**src/rtl/temp_readout.sv**
```systemverilog
// Temperature readout: IIR-averaged window count, hysteretic over-temp alarm, 10-bit serial frame on request.
// avg is visible 1 cycle after win_done; hot follows 1 cycle later; a frame starts the cycle after an accepted rd_req.
module temp_readout #(
  parameter int         AVG_SHIFT = 2,
  parameter logic [7:0] TH_HI     = 8'd200,
  parameter logic [7:0] TH_LO     = 8'd180
) (
  input  logic       clk,
  input  logic       rst_n,
  input  logic [7:0] T,
  input  logic       win_done,
  input  logic       rd_req,
  output logic [7:0] avg,
  output logic       hot,
  output logic       new_data,
  output logic       sdo,
  output logic       sdo_vld,
  output logic       busy
);

  localparam int AW = 8 + AVG_SHIFT;

  typedef enum logic {IDLE, SHIFT} state_t;

  state_t        state, state_nxt;
  logic [AW-1:0] acc, acc_nxt;
  logic          first;
  logic          accept;
  logic [9:0]    shreg;
  logic [3:0]    cnt;

  // First sample seeds the filter so avg starts at T rather than ramping from zero.
  always_comb begin
    if (first) acc_nxt = AW'(T) << AVG_SHIFT;
    else       acc_nxt = acc - (acc >> AVG_SHIFT) + AW'(T);
  end

  always_ff @(posedge clk) begin
    if (!rst_n) begin
      state    <= IDLE;
      acc      <= '0;
      avg      <= '0;
      hot      <= 1'b0;
      new_data <= 1'b0;
      first    <= 1'b1;
      shreg    <= '0;
      cnt      <= '0;
    end else begin
      state <= state_nxt;

      if (win_done) begin
        acc   <= acc_nxt;
        avg   <= 8'(acc_nxt >> AVG_SHIFT);
        first <= 1'b0;
      end

      if (avg >= TH_HI)      hot <= 1'b1;
      else if (avg <= TH_LO) hot <= 1'b0;

      if (win_done)    new_data <= 1'b1;
      else if (accept) new_data <= 1'b0;

      // Snapshot uses pre-update avg/hot; even parity over the whole frame.
      if (accept) begin
        shreg <= {avg, hot, ^{avg, hot}};
        cnt   <= '0;
      end else if (state == SHIFT) begin
        shreg <= {shreg[8:0], 1'b0};
        cnt   <= cnt + 4'd1;
      end
    end
  end

  always_comb begin
    state_nxt = state;
    accept    = 1'b0;
    busy      = 1'b0;
    sdo_vld   = 1'b0;
    sdo       = 1'b0;
    case (state)
      IDLE: begin
        if (rd_req) begin
          accept    = 1'b1;
          state_nxt = SHIFT;
        end
      end
      SHIFT: begin
        busy    = 1'b1;
        sdo_vld = 1'b1;
        sdo     = shreg[9];
        if (cnt == 4'd9) state_nxt = IDLE;
      end
      default: state_nxt = IDLE;
    endcase
  end

endmodule

```
**config.mk**
```make
export PLATFORM = sky130hd
export DESIGN_NAME = temp_readout
export DESIGN_NICKNAME = d
export VERILOG_FILES = /design/src/rtl/temp_readout.sv
export SDC_FILE = /design/constraint.sdc
export NUM_CORES = 1
export LEC_CHECK = 0
export CORE_AREA = 2 2 114 83
export CTS_CLUSTER_SIZE = 10
export DETAILED_ROUTE_END_ITERATION = 16
export DIE_AREA = 0 0 116 85
export PLACE_DENSITY = 0.49
export SYNTH_ARGS = -nofsm -noshare
export SYNTH_HDL_FRONTEND = slang
export SYNTH_SLANG_ARGS = --single-unit
export TNS_END_PERCENT = 20
```
**constraint.sdc**
```tcl
create_clock -name clk -period 2.9 [get_ports clk]
set_input_delay 0.435 -clock clk [delete_from_list [all_inputs] [get_ports clk]]
set_output_delay 0.435 -clock clk [all_outputs]
set_load 0.03 [all_outputs]
```
Yosys cells after proc, flatten, opt, wreduce, memory -nomap -nowiden
Index checks and enable logic that the tools add are counted.
{"block": "word_totals", "reg_bits": 36, "word_cells": 34, "out_inout_bits": 13}
{"block": "op_classes", "muxes": 13, "bitwise_logic": 2, "n_eq_ne": 1, "n_lt_le_gt_ge": 2, "n_reduce_logical": 5, "n_addsub": 3}
{"op": "$mux W10", "count": 3}
{"op": "$add A10 B8 Y10", "count": 1}
{"op": "$sub A10 B8 Y10", "count": 1}
{"op": "$mux W1", "count": 9}
{"op": "$reduce_xor A9 Y1", "count": 1}
{"op": "$ge A8 B8 Y1 const B", "count": 1}
{"op": "$le A8 B8 Y1 const B", "count": 1}
{"op": "$reduce_bool A2 Y1", "count": 3}
{"op": "$add A4 B1 Y4 const B", "count": 1}
{"op": "$eq A4 B4 Y1 const B", "count": 1}
{"op": "$not A1 Y1", "count": 2}
{"op": "$pmux W1 S2", "count": 1}
{"op": "$reduce_or A2 Y1", "count": 1}

Logic depth before layout (Yosys ltp)
{"block": "depth", "word_depth": 4, "depth_mapped": 10}

Worst setup path after synthesis
No wires, ideal clock.
{"block": "synth_timing", "path_type": "register -> register", "from": "register, netlist name avg[1]", "to": "register avg[3]", "setup_time_ns": 0.074, "path_stages_with_launch": 10, "path_buffers": 0, "arrival_time_ns": 2.417, "period_less_slack_ns": 2.491, "slack_ns": 0.409, "cell_sequence": "dfxtp_1 > inv_1 > fa_1 > inv_1 > ha_1 > and2_1 > a22o_1 > or3_1 > a31o_1 > a31oi_1"}
{"item": "end signal, assigned", "line_no": "53", "source": "avg <= 8'(acc_nxt >> AVG_SHIFT);"}
{"item": "end, declared", "line_no": "13", "source": "output logic [7:0] avg,"}

Final worst setup path
{"block": "layout_timing", "from": "input T[1]", "to": "register avg[3]"}
{"block": "layout_via", "elab_chain_cells": 2}
{"item": "start, declared", "line_no": "10", "source": "input logic [7:0] T,"}
{"item": "$add A10 B8 Y10", "line_no": "35", "source": "else acc_nxt = acc - (acc >> AVG_SHIFT) + AW'(T);"}
{"item": "$mux W10", "line_no": "34", "source": "if (first) acc_nxt = AW'(T) << AVG_SHIFT;"}
Every way passes these cells.
A chain may end at the register's enable or synchronous reset.

==> qor.csv <==
metric,value,unit
"Max FO, Critical Path",5,
Peak Freq,0.355,GHz
final setup fails,0,
"critical path, cell by cell",clkdlybuf4s50_1 > inv_1 > fa_1 > inv_1 > ha_1 > a21o_1 > a22o_2 > or3_1 > a31o_1 > a31oi_1,
Worst Tran Pin Value,585,ps
R2R Setup Slk,370,ps
Final Critical Period,2810,ps
Core Rows,29,
CP max stage delay,520,ps
WL/cell,12.8,µm
Rel. slew slack,61.0,%
synth warn,0,
WL final,5.41,mm
Worst setup EP type,flop,
"EDFF count, synth",0,
post-CTS setup buffer count,0,
total grt overflow,0,
CTS tree,yes,
ANT nets after route,0,
"Power, Total",0.00163,W
Resized cells post-CTS,0,
cells after synthesis,265,
Top delay family on crit path,adder cells,
final period utilization,97.0,%
Yosys reg bits,28,
LEAKAGE,1.17,nW
global-route wire length before repair,9.06,mm
First-pass DRT Iterations,4,
layout cells sized above 1,11.8,%
mapped cell area,0.00214,mm²
"Seq/Total Area, Yosys",26.2,%
number of hold buffers added after cts,0,
hold crit path type,reg -> reg,
initial antenna violation count,0,
Worst Setup Start Kind,primary input,
CTS HTree Levels,1,
Worst Path Arrival,3010,ps
full die area,0.00986,mm²
hold path start,cnt[3],
Die Y,85,µm
ANT cells,0,
CTS Buffer Depth,2,
Setup CP Type,in -> reg,
DRC,0,
core region area,0.00878,mm²
asr flop ratio synth,0,%
FF-to-FF Start,avg[1],
Post-DP HPWL,4.13,mm
area delta synth->final,27.8,%
max_cap viols,0,
via-per-instance ratio,4.30,
Buf/Inv on CP,3,
Crit-path slowest cell,fa_1,
largest net degree at the start of global routing,31,
final hold violations,0,
I/O pin total,25,
Initial Util,24.4,%
reg2reg end,avg[3],
input/output buffers,24,
RSZ-0062 raised after global routing,false,
syn avg cell area,8.07,µm²
ys flop type,dfxtp_1,
initial DRC count,95,
CTS Buf Count,3,
vias,1812,
Most common cell on crit path,inv_1,
vias in the first global route,1766,
# nets final,332,
status,"complete, no violations",
gpl congestion,0.804,
Synth cell types,41,
Slew Limit Fails,0,
clk sinks,28,
Hold Path Sink,state,
worst skew pair latency,270,ps
Max VDD drop,0.251,mV
R2R depth,9,
critical path data required time,3090,ps
overall routing resource usage,11.7,%
Die X,116,µm
hold depth,1,
Mapped Nets,299,
CTS Root Cell,clkbuf_16,
Placement Setup Slack,-206,ps
"Reg clk slew, reported paths",80,ps
Final WS setup,86.6,ps
Clock Skew,5.54,ps
Cell Pwr Density,594,mW/mm²
state kept, by name, indices dropped and copies added, names as in the netlist:
signal,flops
new_data,1
cnt,4
first,1
avg,8
acc,2
shreg,10
hot,1
state,1
stage by stage:
step	instance area, µm²	util [%]	TNS (ps)	hold WS [ps]	cells
after floorplan	2140	-	0	447	265
after global placement	2610	29.7	-618	472	417
after detailed placement	2610	29.7	-713	470	417
after CTS	2710	30.9	0	489	421
after global routing	2730	31.1	0	509	421
final	2730	31.1	0	486	421
worst reg2reg max path, delay by kind of cell, from the launching register on:
kind                     cells  cell delay, ps
adder cells (fa/ha/maj)      2             750
AO/OA/AOI/OAI                3             640
AND/OR/NAND/NOR              2             500
flip-flops                   1             400
buffers and inverters        2             160
cells by family after synthesis:
family / after synthesis / synth area share [%]
XOR/XNOR: 10 / 4.74
adder cells (fa/ha/maj): 22 / 15.7
AO/OA/AOI/OAI: 62 / 17.8
multiplexers: 15 / 7.02
buffers and inverters: 59 / 12.1
flip-flops: 28 / 26.2
AND/OR/NAND/NOR: 69 / 16.4
cell usage in the layout, fill, tap and decap left out, types with 2 or more instances in the layout:
cell / count
inv_1: 38
dfxtp_1: 28
o21ai_0: 25
buf_4: 25
clkdlybuf4s50_1: 24
nand2_1: 23
mux2i_1: 15
ha_1: 13
and2_1: 11
nor2_1: 11
a21oi_1: 9
nor2b_1: 8
xnor2_1: 8
fa_1: 8
a31oi_1: 4
nor3b_1: 4
a211oi_1: 3
a22oi_1: 3
clkbuf_16: 3
nor3_1: 2
o21a_1: 2
a21o_1: 2
o221ai_1: 2
nand4_1: 2
nand3_1: 2
or3_1: 2
o31a_1: 2
layout make-up:
type | count | area [µm²]
flip-flops and latches | 28 | 561
multi-input cells | 178 | 1340
repair buffers | 49 | 428
clock inverters | 1 | 30.0
inverters | 38 | 143
well taps | 124 | 155
fillers | 979 | 6050
clock buffers | 3 | 75.1
report_power, final:
| part | internal (W) | total (W) | leakage [nW] | switching (W) |
|---|---|---|---|---|
| logic | 0.000369 | 0.000754 | 0.893 | 0.000385 |
| registers | 0.000414 | 0.000451 | 0.230 | 0.0000365 |
| clock network | 0.000275 | 0.000420 | 0.0511 | 0.000145 |
| total | 0.00106 | 0.00163 | 1.17 | 0.000566 |
Yosys cell counts, types with 2 or more instances:
cell type | n | share of area (%)
buf_2 | 2 | 0.47
a21o_1 | 2 | 0.70
dfxtp_1 | 28 | 26
buf_4 | 9 | 3.2
inv_1 | 38 | 6.7
a31oi_1 | 4 | 1.2
a21oi_1 | 10 | 2.3
nor2_1 | 11 | 1.9
xnor2_1 | 8 | 3.3
o21a_1 | 2 | 0.70
clkbuf_1 | 9 | 1.6
ha_1 | 14 | 8.2
nor2b_1 | 8 | 2.3
o21ai_0 | 26 | 6.1
a22oi_1 | 3 | 1.1
nand3_1 | 2 | 0.47
nor3_1 | 2 | 0.47
o221ai_1 | 2 | 0.82
nand2_1 | 23 | 4.0
o31a_1 | 2 | 0.82
or3_1 | 2 | 0.58
mux2i_1 | 15 | 7.0
nand4_1 | 2 | 0.58
nor3b_1 | 4 | 1.4
fa_1 | 8 | 7.5
and2_1 | 11 | 3.2
a211oi_1 | 4 | 1.4
routing by layer:
layer	share of wire, %	wire length [µm]	vias up	global-route usage (%)
met5	0	0	-	0
met3	6.0	324	2	2.79
met4	0.28	15	0	1.30
met1	54	2910	825	18.8
met2	40	2150	42	15.9
li1	-	-	943	-
how the worst max path moves through the flow:
stage / slack (ps) / from / cells past startpoint / end
finish: 90 / T[1] / 10 / avg[3]
global route: 8 / T[1] / 10 / avg[3]
detailed placement: -210 / T[3] / 10 / avg[3]
floorplan: 410 / avg[1] / 9 / avg[3]
CTS: 70 / T[3] / 10 / avg[3]
global placement: -160 / T[3] / 10 / avg[3]
Power figures use the tool's default switching activity.
